--- src/rtl/decode_queue.sv ---
`default_nettype none
// ============================================================================
// Module      : decode_queue
// Description : FIFO of fetched (pc, instr) pairs feeding a registered RV64IM
//               decode bundle, valid/ready on both sides, synchronous flush.
//               Optional M-extension decode is enabled by DECODE_MEXT_EN.
// Revision    : 1.0 - initial release
// ============================================================================
module decode_queue #(
    parameter int DEPTH = 4,
    parameter int XLEN  = 64
) (
    input  logic                   clk,
    input  logic                   reset,
    input  logic                   flush,
    input  logic                   in_valid,
    output logic                   in_ready,
    input  logic [XLEN-1:0]        in_pc,
    input  logic [31:0]            in_instr,
    output logic                   out_valid,
    input  logic                   out_ready,
    output logic [XLEN-1:0]        out_pc,
    output logic [31:0]            out_instr,
    output logic [3:0]             out_cls,
    output logic                   out_word,
    output logic [XLEN-1:0]        out_imm,
    output logic [4:0]             out_rd,
    output logic [4:0]             out_rs1,
    output logic [4:0]             out_rs2,
    output logic                   out_regwrite,
    output logic                   out_illegal,
    output logic [$clog2(DEPTH):0] count
);

    localparam int c_aw = $clog2(DEPTH);
    localparam int c_cw = c_aw + 1;
    localparam logic [c_cw-1:0] c_depth = c_cw'(DEPTH);

    localparam logic [3:0] c_cls_alu    = 4'd0;
    localparam logic [3:0] c_cls_alui   = 4'd1;
    localparam logic [3:0] c_cls_lui    = 4'd2;
    localparam logic [3:0] c_cls_auipc  = 4'd3;
    localparam logic [3:0] c_cls_branch = 4'd4;
    localparam logic [3:0] c_cls_jal    = 4'd5;
    localparam logic [3:0] c_cls_jalr   = 4'd6;
    localparam logic [3:0] c_cls_load   = 4'd7;
    localparam logic [3:0] c_cls_store  = 4'd8;
    localparam logic [3:0] c_cls_muldiv = 4'd9;
    localparam logic [3:0] c_cls_ill    = 4'd15;

    localparam logic [6:0] c_op_lui     = 7'b0110111;
    localparam logic [6:0] c_op_auipc   = 7'b0010111;
    localparam logic [6:0] c_op_jal     = 7'b1101111;
    localparam logic [6:0] c_op_jalr    = 7'b1100111;
    localparam logic [6:0] c_op_branch  = 7'b1100011;
    localparam logic [6:0] c_op_load    = 7'b0000011;
    localparam logic [6:0] c_op_store   = 7'b0100011;
    localparam logic [6:0] c_op_imm     = 7'b0010011;
    localparam logic [6:0] c_op_imm_32  = 7'b0011011;
    localparam logic [6:0] c_op         = 7'b0110011;
    localparam logic [6:0] c_op_32      = 7'b0111011;

    logic [XLEN+31:0] mem_q [DEPTH];
    logic [c_aw-1:0]  wr_ptr_q, wr_ptr_d, rd_ptr_q, rd_ptr_d;
    logic [c_cw-1:0]  count_q, count_d;
    logic             out_valid_q, out_valid_d;
    logic [XLEN-1:0]  out_pc_q, out_pc_d, out_imm_q, out_imm_d;
    logic [31:0]      out_instr_q, out_instr_d;
    logic [3:0]       out_cls_q, out_cls_d;
    logic             out_word_q, out_word_d, out_regwrite_q, out_regwrite_d;

    logic             fifo_empty, reg_free, accept, pop, bypass, push, load;
    logic [XLEN-1:0]  src_pc;
    logic [31:0]      src_instr;
    logic [6:0]       opc;
    logic [2:0]       f3;
    logic [6:0]       f7;
    logic [XLEN-1:0]  imm_i, imm_s, imm_b, imm_u, imm_j, imm_sh6, imm_sh5;
    logic [3:0]       dec_cls;
    logic [XLEN-1:0]  dec_imm;
    logic             dec_word, dec_regwrite;

    assign fifo_empty = (count_q == '0);
    assign reg_free   = !out_valid_q || out_ready;
    assign in_ready   = (count_q < c_depth) && !flush;
    assign accept     = in_valid && in_ready;
    assign pop        = reg_free && !fifo_empty && !flush;
    assign bypass     = reg_free && fifo_empty && accept;
    assign push       = accept && !bypass;
    assign load       = pop || bypass;

    // Decode source: FIFO head when occupied, otherwise the incoming instruction.
    assign {src_pc, src_instr} = fifo_empty ? {in_pc, in_instr} : mem_q[rd_ptr_q];

    assign opc = src_instr[6:0];
    assign f3  = src_instr[14:12];
    assign f7  = src_instr[31:25];

    assign imm_i   = {{(XLEN-12){src_instr[31]}}, src_instr[31:20]};
    assign imm_s   = {{(XLEN-12){src_instr[31]}}, src_instr[31:25], src_instr[11:7]};
    assign imm_b   = {{(XLEN-13){src_instr[31]}}, src_instr[31], src_instr[7],
                      src_instr[30:25], src_instr[11:8], 1'b0};
    assign imm_u   = {{(XLEN-32){src_instr[31]}}, src_instr[31:12], 12'b0};
    assign imm_j   = {{(XLEN-21){src_instr[31]}}, src_instr[31], src_instr[19:12],
                      src_instr[20], src_instr[30:21], 1'b0};
    assign imm_sh6 = {{(XLEN-6){1'b0}}, src_instr[25:20]};
    assign imm_sh5 = {{(XLEN-5){1'b0}}, src_instr[24:20]};

    always_comb begin
        dec_cls  = c_cls_ill;
        dec_imm  = '0;
        dec_word = 1'b0;
        case (opc)
            c_op_lui:    begin dec_cls = c_cls_lui;   dec_imm = imm_u; end
            c_op_auipc:  begin dec_cls = c_cls_auipc; dec_imm = imm_u; end
            c_op_jal:    begin dec_cls = c_cls_jal;   dec_imm = imm_j; end
            c_op_jalr:   if (f3 == 3'b000) begin dec_cls = c_cls_jalr; dec_imm = imm_i; end
            c_op_branch: if (f3 != 3'b010 && f3 != 3'b011) begin
                             dec_cls = c_cls_branch; dec_imm = imm_b;
                         end
            c_op_load:   if (f3 != 3'b111) begin dec_cls = c_cls_load; dec_imm = imm_i; end
            c_op_store:  if (!f3[2]) begin dec_cls = c_cls_store; dec_imm = imm_s; end
            c_op_imm: begin
                if (f3 == 3'b001 || f3 == 3'b101) begin
                    if (src_instr[31:26] == 6'b000000 || src_instr[31:26] == 6'b010000) begin
                        dec_cls = c_cls_alui; dec_imm = imm_sh6;
                    end
                end else begin
                    dec_cls = c_cls_alui; dec_imm = imm_i;
                end
            end
            c_op_imm_32: begin
                if (f3 == 3'b000) begin
                    dec_cls = c_cls_alui; dec_imm = imm_i; dec_word = 1'b1;
                end else if ((f3 == 3'b001 || f3 == 3'b101) && !src_instr[25]) begin
                    dec_cls = c_cls_alui; dec_imm = imm_sh5; dec_word = 1'b1;
                end
            end
            c_op: begin
                case (f7)
                    7'b0000000: dec_cls = c_cls_alu;
                    7'b0100000: if (f3 == 3'b000 || f3 == 3'b101) dec_cls = c_cls_alu;
`ifdef DECODE_MEXT_EN
                    7'b0000001: dec_cls = c_cls_muldiv;
`endif
                    default:    dec_cls = c_cls_ill;
                endcase
            end
            c_op_32: begin
                case (f7)
                    7'b0000000: if (f3 == 3'b000 || f3 == 3'b001 || f3 == 3'b101) begin
                                    dec_cls = c_cls_alu; dec_word = 1'b1;
                                end
                    7'b0100000: if (f3 == 3'b000 || f3 == 3'b101) begin
                                    dec_cls = c_cls_alu; dec_word = 1'b1;
                                end
`ifdef DECODE_MEXT_EN
                    // MULW and the word divides; funct3 001/011 have no W form.
                    7'b0000001: if (f3 == 3'b000 || f3[2]) begin
                                    dec_cls = c_cls_muldiv; dec_word = 1'b1;
                                end
`endif
                    default:    dec_cls = c_cls_ill;
                endcase
            end
            default: dec_cls = c_cls_ill;
        endcase

        case (dec_cls)
            c_cls_alu, c_cls_alui, c_cls_lui, c_cls_auipc,
            c_cls_jal, c_cls_jalr, c_cls_load, c_cls_muldiv: dec_regwrite = 1'b1;
            default:                                         dec_regwrite = 1'b0;
        endcase
    end

    always_comb begin
        wr_ptr_d       = wr_ptr_q;
        rd_ptr_d       = rd_ptr_q;
        count_d        = count_q;
        out_valid_d    = out_valid_q;
        out_pc_d       = out_pc_q;
        out_instr_d    = out_instr_q;
        out_cls_d      = out_cls_q;
        out_imm_d      = out_imm_q;
        out_word_d     = out_word_q;
        out_regwrite_d = out_regwrite_q;
        if (flush) begin
            wr_ptr_d    = '0;
            rd_ptr_d    = '0;
            count_d     = '0;
            out_valid_d = 1'b0;
        end else begin
            if (push) wr_ptr_d = wr_ptr_q + 1'b1;
            if (pop)  rd_ptr_d = rd_ptr_q + 1'b1;
            if (push && !pop)      count_d = count_q + 1'b1;
            else if (pop && !push) count_d = count_q - 1'b1;
            if (load) begin
                out_valid_d    = 1'b1;
                out_pc_d       = src_pc;
                out_instr_d    = src_instr;
                out_cls_d      = dec_cls;
                out_imm_d      = dec_imm;
                out_word_d     = dec_word;
                out_regwrite_d = dec_regwrite;
            end else if (out_ready) begin
                out_valid_d = 1'b0;
            end
        end
    end

    always_ff @(posedge clk or negedge reset) begin
        if (!reset) begin
            wr_ptr_q       <= '0;
            rd_ptr_q       <= '0;
            count_q        <= '0;
            out_valid_q    <= 1'b0;
            out_pc_q       <= '0;
            out_instr_q    <= '0;
            out_cls_q      <= '0;
            out_imm_q      <= '0;
            out_word_q     <= 1'b0;
            out_regwrite_q <= 1'b0;
        end else begin
            wr_ptr_q       <= wr_ptr_d;
            rd_ptr_q       <= rd_ptr_d;
            count_q        <= count_d;
            out_valid_q    <= out_valid_d;
            out_pc_q       <= out_pc_d;
            out_instr_q    <= out_instr_d;
            out_cls_q      <= out_cls_d;
            out_imm_q      <= out_imm_d;
            out_word_q     <= out_word_d;
            out_regwrite_q <= out_regwrite_d;
        end
    end

    // Storage needs no reset: occupancy is tracked by the pointers and count.
    always_ff @(posedge clk) begin
        if (push) mem_q[wr_ptr_q] <= {in_pc, in_instr};
    end

    assign count        = count_q;
    assign out_valid    = out_valid_q;
    assign out_pc       = out_pc_q;
    assign out_instr    = out_instr_q;
    assign out_cls      = out_cls_q;
    assign out_word     = out_word_q;
    assign out_imm      = out_imm_q;
    assign out_rd       = out_instr_q[11:7];
    assign out_rs1      = out_instr_q[19:15];
    assign out_rs2      = out_instr_q[24:20];
    assign out_regwrite = out_regwrite_q;
    assign out_illegal  = (out_cls_q == c_cls_ill);

endmodule
`default_nettype wire
--- config.mk ---
export PLATFORM = sky130hd
export DESIGN_NAME = decode_queue
export DESIGN_NICKNAME = d
export VERILOG_FILES = /design/src/rtl/decode_queue.sv
export SDC_FILE = /design/constraint.sdc
export NUM_CORES = 1
export LEC_CHECK = 0
export CAP_MARGIN = 20
export CORE_ASPECT_RATIO = 1.4
export CORE_MARGIN = 5
export CORE_UTILIZATION = 25
export CTS_BUF_LIST = sky130_fd_sc_hd__clkbuf_16
export CTS_CLUSTER_DIAMETER = 150
export CTS_CLUSTER_SIZE = 12
export DETAILED_ROUTE_END_ITERATION = 6
export PLACE_DENSITY_LB_ADDON = 0.08
export SLEW_MARGIN = 15
export SYNTH_ARGS = -nofsm -noshare
export SYNTH_HDL_FRONTEND = slang
export SYNTH_SLANG_ARGS = --single-unit
--- constraint.sdc ---
create_clock -name clk -period 12.35 [get_ports clk]
set_clock_uncertainty 0.1 [all_clocks]
set_input_delay 1.8525 -clock clk [delete_from_list [all_inputs] [get_ports clk]]
set_output_delay 1.8525 -clock clk [all_outputs]
set_load 0.05 [all_outputs]
Word-level counts from Yosys, hierarchy flattened --
Memory sizes are Yosys's and may differ from the RTL's. A register that Yosys moved wholly into a read port is not among the register bits. Cells that the tools add are included.
Storage, ports and cells: RAM bits 384, output and inout bits 187, memories kept 2, ROM bits 16, bits in registers 173, bits in latches 0
Memory list:
- mem_q | words 4, bits a word 96, rd ports 1, clocked after Yosys merged registers in 0, write ports 1, RTL line 63 | logic [XLEN+31:0] mem_q [DEPTH];
- (no name shown) | words 16, bits a word 1, rd ports 1, clocked after Yosys merged registers in 1, write ports 0, RTL line 169 | case (dec_cls)
Cells by class: $add $sub $neg 4, $mul 0, equality and inequality tests 19, reduce and logical (&&, ||, !) cells 36, bitwise gates (word level) 1, shift operators 0, order comparisons 1, div/mod/pow operators 0, mux-type cells 41
Operators by type and width (count):
- $pmux W64 S8 | 1
- $mux W64 | 6
- $mux W96 | 1
- $pmux W4 S11 | 1
- $mux W4 | 9
- $eq A7 B6 Y1 const B | 5
- $eq A7 B5 Y1 const B | 3
- $eq A7 B7 Y1 const B | 3
- $pmux W4 S2 | 2
- $mux W3 | 4
- $logic_and A1 B1 Y1 | 11
- $mux W1 | 9
- $logic_not A1 Y1 | 8
- $mux W2 | 4
- $eq A7 B2 Y1 const B | 1
- $logic_not A7 Y1 | 1
- $logic_or A1 B1 Y1 | 7
- $eq A6 B5 Y1 const B | 1
- $logic_not A3 Y1 | 2
- $logic_not A6 Y1 | 1
- $mux W6 | 1
- $ne A3 B2 Y1 const B | 2
- $reduce_bool A3 Y1 | 2
- $mux W5 | 1
- 13 further kinds | 16

Depth between registers and ports, before layout --
depth after elaboration 11, gate-level depth with buffers 12

Worst setup path before layout --
No wires, ideal clock.
path type input -> register, start input out_ready, end memory mem_q[0][0] (netlist name), enable pin, path slack 6.926 ns, library setup time 0.466 ns, buffers on the path 0, data arrival time 4.859 ns, cell stages on the path 4, cell sequence nor2b_1 nor2_1 nor3_2 and2_1
On the way: word-level cells in the longest chain between the ends 7
Ends and longest elaborated chain:
- from (decl) | RTL line 21 | input logic out_ready,
- $logic_or A1 B1 Y1 | RTL line 84 | assign reg_free = !out_valid_q || out_ready;
- $logic_and A1 B1 Y1 (2 in a row) | RTL line 88 | assign bypass = reg_free && fifo_empty && accept;
- $logic_not A1 Y1 | RTL line 89 | assign push = accept && !bypass;
- $logic_and A1 B1 Y1 | RTL line 89
- $mux W1 | RTL line 239 | if (push) mem_q[wr_ptr_q] <= {in_pc, in_instr};
- $mux W1 (not written as such) | RTL line 239
- to (decl) | RTL line 63
Every way passes these cells.

Worst setup path after layout --
start input flush, end output in_ready
On the way: word-level cells in the longest chain between the ends 2
Ends and longest elaborated chain:
- from (decl) | RTL line 15 | input logic flush,
- $logic_not A1 Y1 | RTL line 85 | assign in_ready = (count_q < c_depth) && !flush;
- $logic_and A1 B1 Y1 | RTL line 85
- to (decl) | RTL line 17 | output logic in_ready,
Every way passes these cells.

==> results.toml <==
[place]
place_hpwl_mm = 40.7
place_congestion = 0.767
post-place-cells = 2637
io_buffers = 287
place_area_mm2 = 0.0253

[global_routing]
overflow = 0
grt_pass1_wl_mm = 95.2
grt_pass1_vias = 13668
antenna_found_initial = 6
grt_max_degree = 87
grtUsageTotal_pct = 13.7

[setup_path]
critical_path_class = "in -> out"
cp_slowest_cell = "clkdlybuf4s50_1"
crit_top_cell = "clkdlybuf4s50_1"
path_delay_family = "buffers and inverters"
end_kind = "primary output"
crit_path_cell_trace = "clkdlybuf4s50_1 > nor2_1 > clkdlybuf4s50_1"
start_kind = "input pin"
crit_required_ns = 10.40
cp-startpoint = "flush"
crit_fanout = 12
worst-r2r-setup-slack_ns = 7.63
path_buf_inv = 2
slowest_delay_ns = 0.84
arrival_ns = 3.63
r2r-start = "count[2]"

[floorplanning]
die_y_um = 358
start_util_pct = 25.2
pin_count = 288
chipWidth_um = 259
std_cell_rows = 127
core_mm2 = 0.0858
die-area_mm2 = 0.0927

[clock_network]
cts_resized = 0
clockBufferDepth = 3
postCtsSetupBuffers = 0
cts_root_buffer = "clkbuf_16"
h-tree-depth = 2
postCtsHoldBufs = 0
insertion_delay_ns = 0.60
clkTransAtPathRegs_ns = 0.06
cts_buffers = 49
clock-sinks = 526
cts_tree = "yes"

[sta]
setup_tns_ns = 0
setup_viol = 0
slew_violations = 0
finalHoldViolations = 0
worstMarginPinSlew_ns = 1.00
rsz0062_at_grt = "no"
max_freq_mhz = 179
timing.final.crit_share_pct = 45.2
slew_headroom_pct = 33.0
period_minus_slack_ns = 5.58

[synthesis]
synth-seq-cells = 526
synth_fp_nets = 1465
synth_cell_types = 75
synthTopCellsByArea = "edfxtp_1, dfrtp_1, mux4_2, nand2_1, a31oi_1"
synth_top_area_cell = "edfxtp_1"
netlist.area_leader.share_pct = 53.3
synth-edff-count = 384
ys_warn_count = 0
synth_area_mm2 = 0.0216
synth_ff_type = "edfxtp_1"
yosysSeqAreaShare_pct = 69.7
synthArstFlopShare_pct = 27.0
avgSynthCellArea_um2 = 15.9
syn_inst = 1359

[layout]
drive_gt1_share_pct = 12.6
seqCellArea_mm2 = 0.0151
layout.cells.most_common = "edfxtp_1"
multi_input_area_mm2 = 0.00582
layout_common_cells = "edfxtp_1, clkdlybuf4s50_1, nand2_1"
final_cell_area_mm2 = 0.0268
fin_cells = 2729
n_fill_cell = 8471
final_nets = 1698
area_growth_pct = 23.6

[pwr]
power_leakage_nw = 9.26
ir_drop_v = 0.000116
power.density_mw_per_mm2 = 237
p_total_mw = 6.34

[outcome]
status = "completed"

[route]
drtPass1Iterations = 5
drt_iter0_markers = 699
drc = 0
vias = 12549
routed_wl_mm = 64.5
vias_per_cell = 4.60
wl_per_cell_um = 23.6
postRouteAntennaNets = 0

[min_path]
holdCritPathClass = "reg -> reg"
min_from = "out_instr[27]"

[job]
maxCapViolations = 0
[stage by stage]
stage	hold WS [ns]	util (%)	setup slack, ns
floorplan	0.438	-	6.93
global placement	0.362	29.5	6.55
detailed placement	0.365	29.5	6.55
CTS	0.381	31.2	6.73
global route	0.387	31.2	6.66
finish	0.376	31.2	6.77
[metal layers]
| layer | track usage, % | part of all wire, % |
|---|---|---|
| met4 | 3.96 | 2.7 |
| met3 | 2.76 | 4.9 |
| met2 | 23.9 | 50 |
| met1 | 17.4 | 43 |
| met5 | 0 | 0.062 |
[cell usage after synthesis (all sizes together) (2+ instances only)]
cell and count:
o21ai 35, mux2 6, mux4 100, or4 2, a311oi 4, o21a 2
o31ai 4, a22o 5, nand4 5, nand2b 4, edfxtp 384, nand3 8
o32a 3, a211oi 7, xnor2 4, a2111oi 2, a21o 6, nor2b 5
nor3 8, o22a 2, and3 2, a31oi 70, nor2 98, buf 76
or3 5, nand2 206, a221o 12, a21oi 5, xor2 2, and2 11
inv 15, o211ai 13, mux2i 29, clkbuf 44, and4 2, ha 4
nand3b 3, o221ai 9, dfrtp 142
[power breakdown]
group | total (mW) | internal (mW) | switching (mW) | leakage, nW
Clock | 1.41 | 0.740 | 0.675 | 0.837
Sequential | 2.35 | 2.15 | 0.195 | 5.19
Combinational | 2.58 | 0.883 | 1.70 | 3.24
Total | 6.34 | 3.78 | 2.57 | 9.26
[cell families (layout without fill, tap and decap cells)]
group | after synthesis | in the layout | share of synthesized area (%)
compound gates | 190 | 190 | 6.67
xor+xnor | 6 | 6 | 0.243
fa+ha+maj | 5 | 5 | 0.324
buf+inv | 135 | 408 | 3.61
flops | 526 | 526 | 69.7
mux | 135 | 135 | 12.5
other cells | 0 | 1 | 0
simple gates | 362 | 362 | 7.01
[cell type report]
type	count	share of cell area [%]
flip-flops and latches	526	56.4
multi-input cells	698	21.8
repair buffers	302	11.2
well taps	1096	5.12
clock buffers	51	4.77
clock inverters	40	0.580
inverters	15	0.210
diodes	1	0.00935
[worst paths after layout]
kind	cells after the start	to
max	3	in_ready
min	1	out_instr[27]
min reg2reg	1	out_instr[27]
min in group asynchronous	1	out_pc[33]
max reg2reg	8	out_imm[18]
max in group asynchronous	2	out_pc[62]
[sequential cells by signal, summed over array words and instances, names as in the netlist]
name and count:
count 3, mem_q 384, out_cls 4, out_imm 32
out_instr 32, out_pc 64, out_regwrite 1, out_valid 1
out_word 1, rd_ptr_q 2, wr_ptr_q 2
[worst register-to-register path, cell delays in order (launching register included)]
cell and delay, ns:
dfrtp_1 0.48, or3_4 0.80, buf_4 0.92, mux2i_2 0.65, nand2_1 0.29, a21oi_1 0.30
o211ai_2 0.29, a311oi_4 0.65, a221o_1 0.20
(Power assumes the default switching activity.)
